--- src/rtl/func_sweep_pkg.sv ---
// Shared types and helpers for the exhaustive Boolean-function sweep controller.
package func_sweep_pkg;

  typedef enum logic [1:0] {
    ST_IDLE   = 2'd0,
    ST_SETTLE = 2'd1,
    ST_CHECK  = 2'd2,
    ST_DONE   = 2'd3
  } sweep_state_t;

  // Number of input vectors covered by a sweep of an n_in-input function.
  function automatic int vec_count(input int n_in);
    return 1 << n_in;
  endfunction

endpackage

--- src/rtl/sweep_settle_timer.sv ---
// Loadable down-counter that holds each vector stable for a fixed number of cycles.
module sweep_settle_timer #(
  parameter int CNT_W = 1
) (
  input  logic             clk,
  input  logic             rst_n,
  input  logic             load,
  input  logic             dec,
  input  logic [CNT_W-1:0] load_val,
  output logic             zero
);

  logic [CNT_W-1:0] cnt_q;
  logic [CNT_W-1:0] cnt_d;

  // Load wins over decrement; the counter parks at zero rather than wrapping.
  always_comb begin
    cnt_d = cnt_q;
    if (load) begin
      cnt_d = load_val;
    end else if (dec && (cnt_q != '0)) begin
      cnt_d = cnt_q - CNT_W'(1);
    end
  end

  always_ff @(posedge clk or negedge rst_n) begin
    if (!rst_n) begin
      cnt_q <= '0;
    end else begin
      cnt_q <= cnt_d;
    end
  end

  assign zero = (cnt_q == '0);

endmodule

--- src/rtl/func_sweep_ctrl.sv ---
// Sweeps every input vector of an N_IN-input function, compares reference and candidate outputs.
// Optional macro FUNC_SWEEP_STOP_ON_FAIL_EN ends the sweep at the first mismatching vector.
module func_sweep_ctrl
  import func_sweep_pkg::*;
#(
  parameter int N_IN   = 3,
  parameter int SETTLE = 1
) (
  input  logic            clk,
  input  logic            rst_n,
  input  logic            start,
  input  logic            ref_in,
  input  logic            alt_in,
  output logic [N_IN-1:0] vec_out,
  output logic            busy,
  output logic            done,
  output logic            pass,
  output logic [N_IN:0]   mismatch_cnt,
  output logic            fail_valid,
  output logic [N_IN-1:0] first_fail
);

  localparam int              CNT_W       = $clog2(SETTLE + 1);
  localparam int              MC_W        = N_IN + 1;
  localparam int              N_VEC       = vec_count(N_IN);
  localparam logic [N_IN-1:0] VEC_LAST    = N_IN'(N_VEC - 1);
  localparam logic [CNT_W-1:0] SETTLE_LOAD = CNT_W'(SETTLE - 1);

  sweep_state_t    state_q, state_d;
  logic [N_IN-1:0] vec_q, vec_d;
  logic [MC_W-1:0] mcnt_q, mcnt_d;
  logic [N_IN-1:0] ff_q, ff_d;
  logic            fv_q, fv_d;
  logic            busy_q, busy_d;
  logic            done_q, done_d;
  logic            pass_q, pass_d;

  logic            tmr_load;
  logic            tmr_dec;
  logic            tmr_zero;
  logic            mismatch;
  logic            stop_now;
  logic [MC_W-1:0] mcnt_next;

  sweep_settle_timer #(
    .CNT_W (CNT_W)
  ) u_settle (
    .clk      (clk),
    .rst_n    (rst_n),
    .load     (tmr_load),
    .dec      (tmr_dec),
    .load_val (SETTLE_LOAD),
    .zero     (tmr_zero)
  );

  assign mismatch  = ref_in ^ alt_in;
  assign mcnt_next = mismatch ? (mcnt_q + MC_W'(1)) : mcnt_q;

`ifdef FUNC_SWEEP_STOP_ON_FAIL_EN
  assign stop_now = (vec_q == VEC_LAST) || mismatch;
`else
  assign stop_now = (vec_q == VEC_LAST);
`endif

  always_comb begin
    state_d  = state_q;
    vec_d    = vec_q;
    mcnt_d   = mcnt_q;
    ff_d     = ff_q;
    fv_d     = fv_q;
    busy_d   = busy_q;
    done_d   = 1'b0;
    pass_d   = pass_q;
    tmr_load = 1'b0;
    tmr_dec  = 1'b0;

    unique case (state_q)
      ST_IDLE: begin
        if (start) begin
          vec_d    = '0;
          mcnt_d   = '0;
          ff_d     = '0;
          fv_d     = 1'b0;
          pass_d   = 1'b0;
          busy_d   = 1'b1;
          tmr_load = 1'b1;
          state_d  = ST_SETTLE;
        end
      end

      ST_SETTLE: begin
        if (tmr_zero) begin
          state_d = ST_CHECK;
        end else begin
          tmr_dec = 1'b1;
        end
      end

      ST_CHECK: begin
        mcnt_d = mcnt_next;
        if (mismatch && !fv_q) begin
          ff_d = vec_q;
          fv_d = 1'b1;
        end
        // pass is resolved here so it already reflects this final comparison when done rises
        if (stop_now) begin
          done_d  = 1'b1;
          pass_d  = (mcnt_next == '0);
          state_d = ST_DONE;
        end else begin
          vec_d    = vec_q + N_IN'(1);
          tmr_load = 1'b1;
          state_d  = ST_SETTLE;
        end
      end

      ST_DONE: begin
        busy_d  = 1'b0;
        state_d = ST_IDLE;
      end

      default: begin
        busy_d  = 1'b0;
        state_d = ST_IDLE;
      end
    endcase
  end

  always_ff @(posedge clk or negedge rst_n) begin
    if (!rst_n) begin
      state_q <= ST_IDLE;
      vec_q   <= '0;
      mcnt_q  <= '0;
      ff_q    <= '0;
      fv_q    <= 1'b0;
      busy_q  <= 1'b0;
      done_q  <= 1'b0;
      pass_q  <= 1'b0;
    end else begin
      state_q <= state_d;
      vec_q   <= vec_d;
      mcnt_q  <= mcnt_d;
      ff_q    <= ff_d;
      fv_q    <= fv_d;
      busy_q  <= busy_d;
      done_q  <= done_d;
      pass_q  <= pass_d;
    end
  end

  assign vec_out      = vec_q;
  assign busy         = busy_q;
  assign done         = done_q;
  assign pass         = pass_q;
  assign mismatch_cnt = mcnt_q;
  assign fail_valid   = fv_q;
  assign first_fail   = ff_q;

endmodule

--- config.mk ---
export PLATFORM = sky130hd
export DESIGN_NAME = func_sweep_ctrl
export DESIGN_NICKNAME = d
export VERILOG_FILES = /design/src/rtl/func_sweep_pkg.sv /design/src/rtl/sweep_settle_timer.sv /design/src/rtl/func_sweep_ctrl.sv
export SDC_FILE = /design/constraint.sdc
export NUM_CORES = 1
export LEC_CHECK = 0
export CAP_MARGIN = 30
export CORE_ASPECT_RATIO = 0.7
export CORE_MARGIN = 1.5
export CORE_UTILIZATION = 44
export DETAILED_ROUTE_END_ITERATION = 16
export PLACE_DENSITY_LB_ADDON = 0.3
export SLEW_MARGIN = 10
export SYNTH_ARGS = -nofsm -noshare
export SYNTH_HDL_FRONTEND = slang
export SYNTH_HIERARCHICAL = 1
export SYNTH_SLANG_ARGS = --single-unit
export TNS_END_PERCENT = 1
--- constraint.sdc ---
create_clock -name clk -period 2.9 [get_ports clk]
set_input_delay 0.435 -clock clk [delete_from_list [all_inputs] [get_ports clk]]
set_output_delay 0.435 -clock clk [all_outputs]
set_load 0.01 [all_outputs]
==> impl_metrics.ini, run 1 <==
[synth]
yosysWarningCount = 6
yosys.area.top_type_share = 0.499
yosysUniqueCellTypes = 27
postSynthCellCount = 85
synth.avg_cell_area_sq_um = 10.0
ys_seq_area_frac = 0.499
syn_area_sq_um = 852
synthTopCellsByArea = dfrtp_1 50%, nand2_1 5.7%, a22o_1 5.1%, ha_1 4.4%, o21ai_0 3.5%
synth_area_leader_cell = dfrtp_1
ys_ff_latch = 17
synth_nets = 93

[cells_and_area]
layout-drive-gt1-share = 0.0667
final_nets = 114
antenna_cells = 0
area_growth_pct = 26.4
design_area_sq_mm = 0.00108

[routing]
viasPerCell = 5.24
drtAntennaViolNets = 0
dr_total_vias = 666
wl_per_cell_um = 12.9
drc = 0
drt_iter0_drc = 11
drtPass1Iterations = 4
wl_mm = 1.64

[sta]
relSlewSlack = 0.470
period_share = 0.610
finalMaxSlewViolations = 0
hold_violations = 0
fin_tns_setup_ns = 0
worst_pin_slew_ns = 0.792
fin_worst_skew_ns = 0.00691
fmax_mhz = 565
period_minus_slack_ns = 1.77
setup_viol = 0
rsz0062_at_grt = false

[clock_network]
clock-sinks = 17
cts_tree = built
cts.path.max_buffers = 2
clkSlewWorstSetupHoldPaths_ns = 0.10
cts_resized = 0
holdBufCountCts = 0
clk_latency_ns = 0.29
cts.htree.levels = 1
numCtsBuffers = 3
root_buffer = clkbuf_4
cts_setup_buffers = 0

[worst_setup_path]
crit_chain = clkdlybuf4s50_1
cp.required_ns = 2.47
cp_top_family = buffers and inverters
end_kind = output port
worst_setup_path_start_kind = flop
worstPathArrival_ns = 1.33
critPathBufInv = 1
regToRegSetupSlack_ns = 1.28
slowest_stage = clkdlybuf4s50_1
crit_type = flop to output port
max_stage_delay_ns = 0.58
critical_path.max_fanout = 7

[floorplanning]
core-area_sq_mm = 0.00184
dieArea_sq_mm = 0.00221
die_w_um = 55.6
start_util = 0.464
rows = 13
io_pins = 19
die_y_um = 39.8

[power_and_ir_drop]
pwr-share-seq = 0.458
combPwrFrac = 0.389
p_sw_mw = 0.310
p_sw_frac = 0.379
clockPowerShare = 0.153
internal_power_mw = 0.508
vdd_ir_drop_max_mv = 0.545
p_leak_nw = 0.514
power_density_mw_per_mm2 = 759

[run]
cap_violations = 0

[grt]
grt_pass1_vias = 610
grt_max_degree = 18
grt_pass1_wl_mm = 2.91
globalRouteOverflowTotal = 0
track_usage = 0.180
antenna_found_initial = 0

[hold_path]
hold_class = flop to flop

[place]
io_buffers = 18
dp_hpwl_mm = 1.20
place_area_sq_mm = 0.00105
gp_congestion = 0.753

[run_status]
outcome = completed
## state kept, by name, indices dropped and copies added (netlist names)
register and count:
mismatch_cnt 4, state_q 2, vec_out 3, pass 1
busy 1, first_fail 3, done 1, u_settle/cnt_q 1
fail_valid 1
## power by group through the flow
stage	clock network, mW	registers (mW)	logic (mW)
2_1_floorplan	0	0.361	0.205
5_1_grt	0.144	0.386	0.358
4_1_cts	0.131	0.375	0.321
3_3_place_gp	0	0.377	0.308
6_report	0.125	0.375	0.318
3_5_place_dp	0	0.379	0.319
## per-layer routing
| metal | share of wire | routed length (um) | vias to the layer above | GRT usage |
|---|---|---|---|---|
| met5 | 0 | 0 | - | 0 |
| met4 | 0.0049 | 8 | 0 | 0.0366 |
| met3 | 0.054 | 88 | 2 | 0.0726 |
| met2 | 0.43 | 701 | 13 | 0.274 |
| met1 | 0.51 | 846 | 316 | 0.243 |
| li1 | - | - | 335 | - |
## final cells by class
| cell class | instances | area [sq um] |
|---|---|---|
| fill | 171 | 761 |
| multi-input combinational | 61 | 399 |
| clock buffer | 4 | 26.3 |
| tap | 22 | 27.5 |
| sequential | 17 | 425 |
| inverter | 5 | 18.8 |
| timing repair buffer | 18 | 180 |
## kinds of logic after synthesis
| group | count (synthesis) | share of synthesized area |
|---|---|---|
| buf+inv | 7 | 0.0323 |
| xor+xnor | 4 | 0.0632 |
| other cells | 1 | 0.00440 |
| mux | 1 | 0.0117 |
| compound gates | 21 | 0.176 |
| flops | 17 | 0.499 |
| fa+ha+maj | 3 | 0.0441 |
| simple gates | 31 | 0.169 |
## cell usage in the layout, fill, tap and decap left out, types with 3 or more instances in the layout
cell type and n:
nand2b_1 3, clkbuf_4 3, nand2_1 13, nor2_1 5, clkdlybuf4s50_1 18, inv_1 4, nor3_1 3, nand3_1 5
a22o_1 5, ha_1 3, dfrtp_1 17, o21ai_0 6
## through the flow
stage          total power [mW]  utilization  hold WS, ns  setup WS (ns)  instances
4_1_cts                   0.827        0.586        0.514           1.12        127
2_1_floorplan             0.565            -        0.139           1.49         85
3_3_place_gp              0.685        0.572        0.481          0.984        123
3_5_place_dp              0.698        0.572        0.490          0.986        123
6_report                  0.818        0.586        0.506           1.13        127
5_1_grt                   0.888        0.586        0.543           1.06        127
## path summary, 6_finish.rpt
path | depth (start not counted) | endpoint | start
worst min register to register | 2 | first_fail[2] | first_fail[2]
worst min-delay path | 2 | first_fail[2] | first_fail[2]
worst max register to register | 6 | pass | vec_out[0]
min in group asynchronous | 1 | mismatch_cnt[1] | rst_n
worst max-delay path | 1 | mismatch_cnt[0] | mismatch_cnt[0]
max in group asynchronous | 1 | vec_out[0] | rst_n
## Yosys cell counts
| library cell | count |
|---|---|
| o31ai_2 | 1 |
| clkbuf_1 | 1 |
| a22o_1 | 5 |
| o22ai_1 | 1 |
| inv_1 | 4 |
| xor2_1 | 2 |
| buf_2 | 1 |
| nor3_1 | 3 |
| or3_4 | 1 |
| xnor2_1 | 1 |
| nor2_1 | 5 |
| o31ai_1 | 1 |
| a32o_1 | 2 |
| mux2i_1 | 1 |
| xnor2_4 | 1 |
| nand3_1 | 5 |
| a21o_1 | 2 |
| a21oi_1 | 2 |
| conb_1 | 1 |
| inv_2 | 1 |
| dfrtp_1 | 17 |
| nand2b_1 | 3 |
| o21ai_0 | 6 |
| ha_1 | 3 |
| nor2b_1 | 1 |
| nand2_1 | 13 |
| o21ai_1 | 1 |
## worst reg2reg max path, delay by kind of cell, from the launching register on
kind / cells / cell delay (ns)
AO/OA/AOI/OAI: 1 / 0.23
adder cells (fa/ha/maj): 2 / 0.46
buffers and inverters: 1 / 0.13
flip-flops: 1 / 0.46
AND/OR/NAND/NOR: 2 / 0.25
(Power assumes the default switching activity.)
==> run 2, diff against run 1 <==
==> constraint.sdc (replaced) <==
create_clock -name clk -period 1.8 [get_ports clk]
set_input_delay 0.27 -clock clk [delete_from_list [all_inputs] [get_ports clk]]
set_output_delay 0.27 -clock clk [all_outputs]
set_load 0.01 [all_outputs]
==> impl_metrics.ini, run 2 (same netlist as run 1, synthesis figures left out) <==
[routing]
wl_per_cell_um = 14.0
viasPerCell = 5.36
drc = 0
drtPass1Iterations = 4
drt_iter0_drc = 15
drtAntennaViolNets = 0
wl_mm = 1.80
dr_total_vias = 692

[clock_network]
holdBufCountCts = 0
clkSlewWorstSetupHoldPaths_ns = 0.10
cts_tree = built
cts.path.max_buffers = 2
numCtsBuffers = 3
cts.htree.levels = 1
clock-sinks = 17
cts_resized = 0
clk_latency_ns = 0.29
cts_setup_buffers = 0
root_buffer = clkbuf_4

[worst_setup_path]
critPathBufInv = 1
max_stage_delay_ns = 0.45
critical_path.max_fanout = 7
slowest_stage = dfrtp_1
cp.required_ns = 1.99
end_kind = flop
cp_top_family = flip-flops
worstPathArrival_ns = 1.84
crit_chain = ha_1, ha_2, inv_1, nor2_1, nand3_1, o31ai_1
worst_setup_path_start_kind = flop
crit_type = flop to flop

[sta]
fin_worst_skew_ns = 0.00514
hold_violations = 0
finalMaxSlewViolations = 0
rsz0062_at_grt = false
period_minus_slack_ns = 1.64
setup_viol = 0
fin_tns_setup_ns = 0
setup_slack_ns = 0.157
fmax_mhz = 609
period_share = 0.913

[grt]
globalRouteOverflowTotal = 0
grt_max_degree = 18
grt_pass1_wl_mm = 2.84
grt_pass1_vias = 616
antenna_found_initial = 0
track_usage = 0.183

[place]
gp_congestion = 0.758
dp_hpwl_mm = 1.35
post-place-ws_ns = -0.0643
io_buffers = 18

[cells_and_area]
layout_commonest_cell = clkdlybuf4s50_1
antenna_cells = 0
mostFrequentLayoutCells = 18 x clkdlybuf4s50_1, 17 x dfrtp_1, 13 x nand2_1
final_nets = 116
layout-drive-gt1-share = 0.0935
largest_register_ffs = 4
area_growth_pct = 28.5

[run]
cap_violations = 0

[floorplanning]
start_util = 0.464
die_y_um = 39.8
io_pins = 19
rows = 13
core-area_sq_mm = 0.00184
dieArea_sq_mm = 0.00221
die_w_um = 55.6

[power_and_ir_drop]
vdd_ir_drop_max_mv = 0.772
power_mw = 1.34
power_density_mw_per_mm2 = 1230
p_leak_nw = 0.520

[hold_path]
hold_class = input port to asynchronous set/reset pin

[run_status]
outcome = completed
## run 2: per-stage QoR
stage	util	hold WS, ns	instances	instance area (sq um)
floorplan	-	-0.0256	85	852
global placement	0.580	0.481	125	1070
detailed placement	0.580	0.491	125	1070
CTS	0.594	0.296	129	1090
global route	0.596	0.297	129	1090
finish	0.596	0.298	129	1090
## run 2: final timing paths
kind / from / to / slack [ns] / cells past startpoint
setup reg to reg: vec_out[0] / pass / 0.16 / 6
min in group clk: first_fail[1] / first_fail[1] / 0.51 / 2
setup / recovery: vec_out[0] / pass / 0.16 / 6
max in group asynchronous: rst_n / vec_out[2] / 1.31 / 2
hold reg to reg: first_fail[1] / first_fail[1] / 0.51 / 2
hold / removal: rst_n / mismatch_cnt[2] / 0.30 / 2
## run 2: layout make-up
cell class,count,area [sq um]
Clock buffer,4,26.3
Fill cell,169,743
Inverter,5,18.8
Multi-Input combinational cell,61,402
Sequential cell,17,425
Tap cell,22,27.5
Timing Repair Buffer,20,195
## run 2: power by group
group	internal [mW]	switching [mW]
combinational	0.274	0.265
sequential	0.472	0.133
clock	0.0862	0.115
total	0.832	0.512
## run 2: routing by layer
layer | routed length [um] | GRT usage | share of wire
met1 | 824 | 0.197 | 0.46
met3 | 94 | 0.0726 | 0.052
met4 | 11 | 0.0549 | 0.0061
met5 | 0 | 0 | 0
met2 | 869 | 0.342 | 0.48
